$ cat src/rtl/snn_pkg.sv
`default_nettype none
// ============================================================================
// Module : snn_pkg
// Brief  : Shared types and constants for the spiking front-end: encoder
//          state type, LFSR tap mask, per-lane seed spread, default lane
//          count (shared with the lif neuron array), and an LFSR step helper.
// Rev    : 1.0  initial release
// ============================================================================
package snn_pkg;

   // Encoder control states
   typedef enum logic [0:0] {
      IDLE = 1'b0,
      RUN  = 1'b1
   } lane_t;

   // Default number of spike lanes; matches the lif spike_in width
   localparam int c_lanes = 8;

   // Fibonacci taps 16, 14, 13, 11 expressed as bit positions 15, 13, 12, 10
   localparam logic [15:0] c_lfsr_taps = 16'hB400;

   // Lane i seed = base seed ^ (i * c_seed_spread)
   localparam logic [15:0] c_seed_spread = 16'h0101;

   // One shift toward the MSB with the XOR of the tapped bits entering at bit 0
   function automatic logic [15:0] lfsr_next(input logic [15:0] s);
      return {s[14:0], ^(s & c_lfsr_taps)};
   endfunction

endpackage
`default_nettype wire

$ cat src/rtl/spike_rate_encoder_if.sv
`default_nettype none
// ============================================================================
// Module : spike_rate_encoder_if
// Brief  : Frame-in and spike-out valid/ready channels of the rate encoder.
//          master : frame producer / spike consumer side
//          slave  : the encoder itself
//          in_valid/in_ready/in_values/num_steps   - frame handshake
//          spike_valid/spike_ready/spike_out       - timestep handshake
// Rev    : 1.0  initial release
// ============================================================================
interface spike_rate_encoder_if
   import snn_pkg::*;
#(
   parameter int LANES   = c_lanes,
   parameter int VALUE_W = 8,
   parameter int STEP_W  = 8
);
   logic                       in_valid;
   logic                       in_ready;
   logic [LANES*VALUE_W-1:0]   in_values;
   logic [STEP_W-1:0]          num_steps;
   logic                       spike_valid;
   logic                       spike_ready;
   logic [LANES-1:0]           spike_out;

   modport master (
      output in_valid, in_values, num_steps, spike_ready,
      input  in_ready, spike_valid, spike_out
   );

   modport slave (
      input  in_valid, in_values, num_steps, spike_ready,
      output in_ready, spike_valid, spike_out
   );
endinterface
`default_nettype wire

$ cat src/rtl/spike_lfsr16.sv
`default_nettype none
// ============================================================================
// Module : spike_lfsr16
// Brief  : 16-bit Fibonacci LFSR (taps 16,14,13,11) that steps only when
//          advance is high.
//          clk     - rising-edge clock
//          reset_n - asynchronous active-low reset, loads SEED
//          advance - step enable
//          state   - current LFSR contents
// Rev    : 1.0  initial release
// ============================================================================
module spike_lfsr16
   import snn_pkg::*;
#(
   parameter logic [15:0] SEED = 16'hACE1
) (
   input  wire logic        clk,
   input  wire logic        reset_n,
   input  wire logic        advance,
   output logic [15:0]      state
);

   // An all-zero seed would lock the register at zero forever
   if (SEED == 16'h0000) begin : g_seed_check
      $error("spike_lfsr16: SEED must be nonzero");
   end

   logic [15:0] state_q;

   always_ff @(posedge clk or negedge reset_n) begin
      if (!reset_n) begin
         state_q <= SEED;
      end else if (advance) begin
         state_q <= lfsr_next(state_q);
      end
   end

   assign state = state_q;

endmodule
`default_nettype wire

$ cat src/rtl/spike_rate_encoder.sv
`default_nettype none
// ============================================================================
// Module : spike_rate_encoder
// Brief  : Bernoulli rate encoder. Accepts a frame of LANES intensities and
//          emits num_steps spike vectors; lane i fires when the low bits of
//          its private LFSR are below the lane intensity.
//          clk        - rising-edge clock
//          reset_n    - asynchronous active-low reset
//          bus        - frame-in and spike-out handshakes (slave side)
//          frame_done - one-cycle pulse after the last timestep of a frame
//          busy       - high while timesteps are being delivered
// Rev    : 1.0  initial release
// ============================================================================
module spike_rate_encoder
   import snn_pkg::*;
#(
   parameter int          LANES     = c_lanes,
   parameter int          VALUE_W   = 8,
   parameter int          STEP_W    = 8,
   parameter logic [15:0] LFSR_SEED = 16'hACE1
) (
   input  wire logic             clk,
   input  wire logic             reset_n,
   spike_rate_encoder_if.slave   bus,
   output logic                  frame_done,
   output logic                  busy
);

   lane_t                             state_q, state_d;
   logic [STEP_W-1:0]                 count_q, count_d;
   logic [LANES-1:0][VALUE_W-1:0]     value_q, value_d;
   logic                              frame_done_q, frame_done_d;

   logic                              w_in_ready;
   logic                              w_spike_valid;
   logic                              w_advance;
   logic [LANES-1:0][15:0]            w_lfsr_state;
   logic [LANES-1:0]                  w_spike_vec;
   // Upper LFSR bits take no part in the compare
   logic [LANES-1:0]                  w_lfsr_hi_unused;

   for (genvar i = 0; i < LANES; i++) begin : g_lane
      spike_lfsr16 #(
         .SEED (LFSR_SEED ^ (16'(i) * c_seed_spread))
      ) u_lfsr (
         .clk     (clk),
         .reset_n (reset_n),
         .advance (w_advance),
         .state   (w_lfsr_state[i])
      );
      assign w_lfsr_hi_unused[i] = ^w_lfsr_state[i][15:VALUE_W];
   end

   always_ff @(posedge clk or negedge reset_n) begin
      if (!reset_n) begin
         state_q      <= IDLE;
         count_q      <= '0;
         value_q      <= '0;
         frame_done_q <= 1'b0;
      end else begin
         state_q      <= state_d;
         count_q      <= count_d;
         value_q      <= value_d;
         frame_done_q <= frame_done_d;
      end
   end

   always_comb begin
      state_d       = state_q;
      count_d       = count_q;
      value_d       = value_q;
      frame_done_d  = 1'b0;
      w_in_ready    = 1'b0;
      w_spike_valid = 1'b0;
      w_advance     = 1'b0;
      case (state_q)
         IDLE: begin
            w_in_ready = 1'b1;
            if (bus.in_valid) begin
               for (int i = 0; i < LANES; i++) begin
                  value_d[i] = bus.in_values[i*VALUE_W +: VALUE_W];
               end
               count_d = bus.num_steps;
               // An empty frame completes immediately without touching the LFSRs
               if (bus.num_steps != '0) begin
                  state_d = RUN;
               end else begin
                  frame_done_d = 1'b1;
               end
            end
         end
         RUN: begin
            w_spike_valid = 1'b1;
            if (bus.spike_ready) begin
               w_advance = 1'b1;
               count_d   = count_q - STEP_W'(1);
               if (count_q == STEP_W'(1)) begin
                  state_d      = IDLE;
                  frame_done_d = 1'b1;
               end
            end
         end
         default: begin
            state_d = IDLE;
         end
      endcase
   end

   // Purely register-driven, so the vector holds steady under backpressure
   always_comb begin
      w_spike_vec = '0;
      for (int i = 0; i < LANES; i++) begin
         w_spike_vec[i] = (state_q == RUN) &&
                          (w_lfsr_state[i][VALUE_W-1:0] < value_q[i]);
      end
   end

   assign bus.in_ready    = w_in_ready;
   assign bus.spike_valid = w_spike_valid;
   assign bus.spike_out   = w_spike_vec;
   assign frame_done      = frame_done_q;
   assign busy            = (state_q == RUN);

endmodule
`default_nettype wire

$ cat src/flat_wrapper.sv
// flat-port wrapper written by rule: the top's interface ports become plain ports
module spike_rate_encoder_flat import snn_pkg::*;
#(
   parameter int          LANES     = c_lanes,
   parameter int          VALUE_W   = 8,
   parameter int          STEP_W    = 8,
   parameter logic [15:0] LFSR_SEED = 16'hACE1
)
  (clk, reset_n, frame_done, busy, bus_in_valid, bus_in_values, bus_num_steps, bus_spike_ready, bus_in_ready, bus_spike_valid, bus_spike_out);
  spike_rate_encoder_if #(.LANES(LANES), .VALUE_W(VALUE_W), .STEP_W(STEP_W)) bus_i ();
  input  wire logic clk;
  input  wire logic reset_n;
  output logic frame_done;
  output logic busy;
  input wire logic [$bits(bus_i.in_valid)-1:0] bus_in_valid;
  input wire logic [$bits(bus_i.in_values)-1:0] bus_in_values;
  input wire logic [$bits(bus_i.num_steps)-1:0] bus_num_steps;
  input wire logic [$bits(bus_i.spike_ready)-1:0] bus_spike_ready;
  output wire logic [$bits(bus_i.in_ready)-1:0] bus_in_ready;
  output wire logic [$bits(bus_i.spike_valid)-1:0] bus_spike_valid;
  output wire logic [$bits(bus_i.spike_out)-1:0] bus_spike_out;
  assign bus_i.in_valid = bus_in_valid;
  assign bus_i.in_values = bus_in_values;
  assign bus_i.num_steps = bus_num_steps;
  assign bus_i.spike_ready = bus_spike_ready;
  assign bus_in_ready = bus_i.in_ready;
  assign bus_spike_valid = bus_i.spike_valid;
  assign bus_spike_out = bus_i.spike_out;
  spike_rate_encoder #(.LANES(LANES), .VALUE_W(VALUE_W), .STEP_W(STEP_W), .LFSR_SEED(LFSR_SEED)) u_core (.clk(clk), .reset_n(reset_n), .bus(bus_i), .frame_done(frame_done), .busy(busy));
endmodule
$ cat config.mk
export PLATFORM = sky130hd
export DESIGN_NAME = spike_rate_encoder_flat
export DESIGN_NICKNAME = d
export VERILOG_FILES = /design/src/rtl/snn_pkg.sv /design/src/rtl/spike_rate_encoder_if.sv /design/src/rtl/spike_lfsr16.sv /design/src/rtl/spike_rate_encoder.sv /design/src/flat_wrapper.sv
export SDC_FILE = /design/constraint.sdc
export NUM_CORES = 1
export LEC_CHECK = 0
export ABC_CLOCK_PERIOD_IN_PS = 1980
export CAP_MARGIN = 10
export CORE_MARGIN = 2
export CORE_UTILIZATION = 50
export CTS_CLUSTER_DIAMETER = 30
export DETAILED_ROUTE_END_ITERATION = 8
export HOLD_SLACK_MARGIN = 0.05
export PLACE_DENSITY = 0.81
export SLEW_MARGIN = 25
export SYNTH_ARGS = -nofsm -noshare
export SYNTH_HDL_FRONTEND = slang
export SYNTH_SLANG_ARGS = --single-unit
$ cat constraint.sdc
create_clock -name clk -period 1.98 [get_ports clk]
set_clock_uncertainty 0.15 [all_clocks]
set_input_delay 0.396 -clock clk [delete_from_list [all_inputs] [get_ports clk]]
set_output_delay 0.396 -clock clk [all_outputs]
set_load 0.05 [all_outputs]
==> results.cfg, run 1 <==
[place]
postPlaceCellArea_sq_um = 11730
place.port_buffers = 87
dp.cells = 1395
gp_congestion = 0.8213
hpwl_um = 13430

[worst_setup_path]
reg2reg_from = u_core.count_q[1]
worstPathMaxFanout = 2
worst_ep_arrival_time_ps = 2180
critPathRequiredTime_ps = 1430
crit_type = reg2out
rr_worst_depth = 6
r2r-end = u_core.count_q[4]
worst_path_largest_cell_delay_ps = 560
endpoint_kind = primary output
path_cells = ha_4, o21a_1, o211ai_1, a31oi_2, a2111oi_4, clkbuf_16
slowest_stage = dfstp_2
worstSetupStartpointType = flip-flop
regToRegSetupSlack_ps = 310

[sta]
min_period_ps = 2724
worstMarginPinSlew_ps = 471.9
rsz0062_at_grt = yes
maxSlewViolCount = 0
hold_viol_final = 0
timing.fmax_mhz = 367.2
timing.hold.ws_ps = 248.4
layout_setup_ws_ps = -743.6
slew_headroom = 0.6825
setup_viol = 8
period_share = 1.376

[hold_path]
hold_class = in2async

[logic_synthesis]
ys_warn_count = 0
synth_area_sq_um = 9380
synthesis.nets = 1134
synth_top_cell_area_share = 0.3468
synthTopCellsByArea = dfrtp_1 (35%), dfstp_2 (20%), nand2_1 (18%)
avgSynthCellArea_sq_um = 9.380
ys_seq_area_frac = 0.5485
netlist.top_cell.by_area = dfrtp_1
synth_seq_cells = 202
synth_mux_area_frac = 0.01067
synth-compound-area-share = 0.08790
synthSimpleGateAreaFrac = 0.1985
synth_cells = 1000
synthAdderAreaFrac = 0.07736
synth_xor_xnor_area_share = 0.02801
synth_top_family_by_area = simple AND/OR/NAND/NOR gates
synth_cell_types = 37

[clock_network]
cts.sinks = 202
clockRootBuffer = clkbuf_16
cts_made_buffers = 43
h-tree-depth = 2
clk_latency_ps = 510
cts_tree = yes
clockBufferDepth = 3
clk_pin_slew_ps = 50

[route]
antenna_left = 0
drcViolationCount = 0
highest_layer = met4
firstDrtPassIters = 5
wl_per_cell_um = 14.66
dr.first_iter.drc_count = 337
via_count = 7442
drt_wl_total_um = 21740
met2_length_um = 11280
drt-met1-wl_um = 9415
met3_length_um = 670
via_per_inst = 5.018

[cells_and_area]
drive_above_1_share = 0.2754
nets = 1348
fill_cells = 1230
insertedDiodeCount = 0
finalNonFillerCells = 1483
final_util = 0.7249
regArea_sq_um = 5145
multiInputGateArea_sq_um = 4200
area_growth_pct = 43.59
stdcell_area_sq_um = 13470

[floorplanning]
rows = 50
start_util = 0.5048
die_w_um = 141.0
dieHeight_um = 141.0
io_pins = 88
die_area_sq_um = 19870
core_sq_um = 18580

[global_route]
grt_max_degree = 58
grt_use_total = 0.2282
antenna_found_initial = 0
grt_pass1_vias = 7960
grt_pass1_wl_um = 37300
grt.overflow.total = 0

[job]
drv_cap = 0

[run_status]
violations = negative setup slack
status = complete, but fails checks

[pwr]
power.leakage_nw = 6.520
peakVddDrop_uv = 709.9
power.density_nw_per_um2 = 1157
==> sequential cells by signal (all words and copies together), names as in the netlist <==
| name | flops |
|---|---|
| u_core.g_lane.u_lfsr.state | 128 |
| u_core.value_q | 64 |
| u_core.frame_done | 1 |
| u_core.count_q | 8 |
| u_core.busy | 1 |
==> cell usage in the layout (no fill, tap or decap), types with 13 or more instances in the layout <==
| cell type | n |
|---|---|
| o21ai_0 | 35 |
| ha_4 | 13 |
| buf_12 | 23 |
| nand2_1 | 441 |
| ha_1 | 42 |
| xnor2_1 | 25 |
| clkbuf_16 | 45 |
| buf_4 | 115 |
| clkdlybuf4s50_1 | 74 |
| dfstp_2 | 72 |
| dfrtp_1 | 130 |
| o21ai_1 | 31 |
| inv_1 | 52 |
==> cells in the mapped netlist <==
master,n
a21oi_1,4
nor3_1,2
and2_1,1
ha_1,58
clkbuf_2,1
nor4bb_1,1
a2111oi_2,8
a211oi_1,13
nand4b_1,1
nand2_1,441
nor2_1,2
o21a_1,8
a221oi_1,1
nor4_1,3
dfrtp_1,130
xor2_1,5
inv_1,59
buf_1,6
o21ai_0,35
nand3_1,2
xnor2_1,25
or3b_1,8
inv_2,1
a21boi_0,1
clkbuf_1,14
nor4b_2,1
o21ai_1,31
buf_4,12
o2111ai_1,8
o211ai_1,8
buf_2,13
mux2_1,8
nand2_2,1
a31oi_1,8
nor2b_1,7
dfstp_2,72
mux2i_1,1
==> how the worst max path moves through the flow <==
stage	start	end	slack (ps)	depth (start not counted)
floorplan	u_core.g_lane[1].u_lfsr.state[1]	bus_spike_out[1]	-410	5
global placement	u_core.g_lane[5].u_lfsr.state[5]	bus_spike_out[5]	-260	5
detailed placement	u_core.value_q[1]	bus_spike_out[0]	-340	7
CTS	u_core.g_lane[1].u_lfsr.state[1]	bus_spike_out[1]	-740	6
global route	u_core.g_lane[0].u_lfsr.state[5]	bus_spike_out[0]	-840	6
finish	u_core.g_lane[0].u_lfsr.state[5]	bus_spike_out[0]	-740	6
==> kinds of logic after synthesis <==
logic type	after synthesis
muxes	9
DFF	202
AOI/OAI and AO/OA	125
xor gates and xnor gates	30
buffers and inverters	106
adders and majority gates	58
and+or+nand+nor	470
==> cell type report <==
class / count / area share
clock buffer: 58 / 0.09011
sequential: 202 / 0.3820
multi-input combinational: 692 / 0.3118
tap: 234 / 0.02174
inverter: 60 / 0.01672
clock inverter: 22 / 0.02072
timing repair buffer: 215 / 0.1569
==> critical path, delay by kind of cell, from the launching register on <==
family,cells,cell delay [ps]
AO/OA/AOI/OAI,4,660
adder cells (fa/ha/maj),1,220
flip-flops,1,560
buffers and inverters,1,230
==> through the flow <==
stage	setup TNS [ps]	setup WS [ps]	power, mW
final	-5553	-743.6	15.58
after global routing	-6239	-842.5	16.35
after CTS	-5570	-739.5	15.61
after detailed placement	-2261	-339.3	8.111
after global placement	-1957	-264.3	7.941
after floorplan	-3089	-406.3	6.811
==> timing repair <==
action,CTS,global route
endpoints found under the setup margin,8,8
gates cloned,0,0
hold endpoints to repair,41,0
hold buffers,1,0
pin swaps,24,1
buffers inserted,6,1
gates resized for setup,25,8
==> where the power goes <==
| part | leakage [nW] | internal (mW) | switching (mW) |
|---|---|---|---|
| logic | 3.44 | 1.54 | 1.63 |
| registers | 2.38 | 4.87 | 0.318 |
| clock network | 0.710 | 4.95 | 2.27 |
| total | 6.52 | 11.4 | 4.21 |
==> metal layers <==
| layer | up-vias | track usage |
|---|---|---|
| li1 | 3674 | - |
| met1 | 3605 | 0.2876 |
| met2 | 127 | 0.4031 |
| met3 | 36 | 0.04008 |
| met4 | 0 | 0.07053 |
| met5 | - | 0 |
Power figures use the tool's default switching activity.
==> run 2: changes to the inputs <==
--- a/config.mk
+++ b/config.mk
@@ -10,6 +10,7 @@
 export CORE_MARGIN = 2
 export CORE_UTILIZATION = 50
 export CTS_CLUSTER_DIAMETER = 30
+export CTS_CLUSTER_SIZE = 30
 export DETAILED_ROUTE_END_ITERATION = 8
 export HOLD_SLACK_MARGIN = 0.05
 export PLACE_DENSITY = 0.81
==> results of run 2 <==
Same layout as run 1: the final DEF is identical, and so are final timing and power.
==> run 3: changes to the inputs <==
--- a/config.mk
+++ b/config.mk
@@ -7,6 +7,7 @@
 export LEC_CHECK = 0
 export ABC_CLOCK_PERIOD_IN_PS = 1980
 export CAP_MARGIN = 10
+export CORE_ASPECT_RATIO = 1.75
 export CORE_MARGIN = 2
 export CORE_UTILIZATION = 50
 export CTS_CLUSTER_DIAMETER = 30
==> results.cfg, run 3 (synthesis results as in run 1) <==
[pwr]
power.density_nw_per_um2 = 1045
switching_share = 0.3013
p_total_mw = 13.42
seqPwrFrac = 0.385
p_sw_mw = 4.044
power.leakage_nw = 6.229
clockPowerShare = 0.380
peakVddDrop_uv = 976.8
p_int_mw = 9.376
p_comb_frac = 0.234

[cells_and_area]
fill_cells = 1327
drive_above_1_share = 0.2527
largest_register_ffs = 128
final_common_cell = nand2_1
insertedDiodeCount = 0
final_cell_mix = nand2_1 (441), dfrtp_1 (130), buf_4 (104), clkdlybuf4s50_1 (74), dfstp_2 (72)
area_growth_pct = 36.87
nets = 1325
stdcell_area_sq_um = 12840

[global_route]
antenna_found_initial = 0
grt_use_total = 0.2227
grt_pass1_vias = 7937
grt_pass1_wl_um = 36090
grt.overflow.total = 0
grt_max_degree = 70

[worst_setup_path]
worstSetupStartpointType = flip-flop
endpoint_kind = primary output
worstPathMaxFanout = 2
worst_ep_arrival_time_ps = 2220
crit_type = reg2out
critPathRequiredTime_ps = 1430

[route]
drcViolationCount = 0
via_per_inst = 5.087
via_count = 7392
wl_per_cell_um = 14.62
firstDrtPassIters = 4
dr.first_iter.drc_count = 343
antenna_left = 0
drt_wl_total_um = 21250

[clock_network]
clk_pin_slew_ps = 50
cts_made_buffers = 30
cts.sinks = 202
clockRootBuffer = clkbuf_16
cts_tree = yes
clk_latency_ps = 540
clockBufferDepth = 3
h-tree-depth = 1

[place]
place.port_buffers = 87
hpwl_um = 14050
postPlaceCellArea_sq_um = 11680
gp_congestion = 0.8034

[floorplanning]
die_w_um = 107.5
core_sq_um = 18500
die_area_sq_um = 19920
io_pins = 88
rows = 66
dieHeight_um = 185.2
start_util = 0.5071

[job]
drv_cap = 0

[sta]
layout_setup_ws_ps = -783.9
hold_viol_final = 0
timing.fmax_mhz = 361.8
setup_viol = 8
min_period_ps = 2764
maxSlewViolCount = 0
period_share = 1.396
worstMarginPinSlew_ps = 463.5
slew_headroom = 0.6881
rsz0062_at_grt = yes

[run_status]
status = complete, but fails checks
violations = negative setup slack

[hold_path]
hold_class = in2async
## run 3: changes by cell type in the layout (fill, tap and decap cells not counted), moves of 6 or more
cell,before,now
buf_4,115,104
clkbuf_16,45,31
clkbuf_1,8,2
clkbuf_8,7,1
inv_6,2,9
## run 3: power by group through the flow
stage                     clock network (mW)  logic (mW)  registers (mW)
after floorplan                            0        1.69            5.12
after CTS                               5.19        3.14            5.16
final                                   5.11        3.15            5.17
after global placement                     0        2.81            5.18
after global routing                    5.39        3.49            5.24
after detailed placement                   0        2.96            5.21
## run 3: through the flow
step                cells  hold WS (ps)  utilization  setup slack [ps]  TNS (ps)
CTS                  1453         208.9       0.6937            -773.4     -5899
global placement     1393         203.5       0.6312            -296.9     -2081
global route         1453         222.6       0.6941            -897.4     -6581
floorplan            1000        -49.59            -            -406.3     -3089
detailed placement   1393         205.4       0.6312            -329.4     -2415
finish               1453         212.4       0.6941            -783.9     -5913
## run 3: final timing paths
| check | to | cells after the start | from | slack [ps] |
|---|---|---|---|---|
| min in group clk | u_core.value_q[52] | 3 | bus_in_values[52] | 260 |
| setup / recovery | bus_spike_out[0] | 6 | u_core.g_lane[0].u_lfsr.state[5] | -780 |
| max in group asynchronous | u_core.g_lane[0].u_lfsr.state[5] | 3 | reset_n | 820 |
| hold / removal | u_core.value_q[56] | 2 | reset_n | 210 |
| setup reg to reg | u_core.count_q[4] | 6 | u_core.count_q[0] | 340 |
| hold reg to reg | u_core.g_lane[3].u_lfsr.state[10] | 2 | u_core.g_lane[3].u_lfsr.state[9] | 300 |
## run 3: cell type report
cell class / count / area (sq um) / share of cell area
clock inverter: 23 / 210.2 / 0.01637
tap: 238 / 297.8 / 0.02319
timing repair buffer: 205 / 2028 / 0.1580
multi-input combinational: 692 / 4149 / 0.3232
sequential: 202 / 5145 / 0.4007
clock buffer: 33 / 783.3 / 0.06101
inverter: 60 / 225.2 / 0.01754
## run 3: what timing repair did
item / 4_1_cts / 5_1_grt
setup buffers: 3 / 0
endpoints found under the hold margin: 139 / 0
endpoints found under the setup margin: 8 / 10
pin swaps: 20 / 0
gates resized for setup: 22 / 2
hold buffers: 1 / 0
## run 3: critical path, cell delays in order (launching register included)
cell and delay [ps]:
dfstp_2 530, ha_1 260, o21a_1 120, o211ai_1 200
a31oi_2 80, a2111oi_4 300, buf_12 190
## run 3: per-layer routing
metal	global-route usage	share of wire	up-vias
li1	-	-	3605
met1	0.2527	0.39	3601
met2	0.4158	0.54	137
met3	0.03026	0.030	49
met4	0.08615	0.031	0
met5	0	0	-
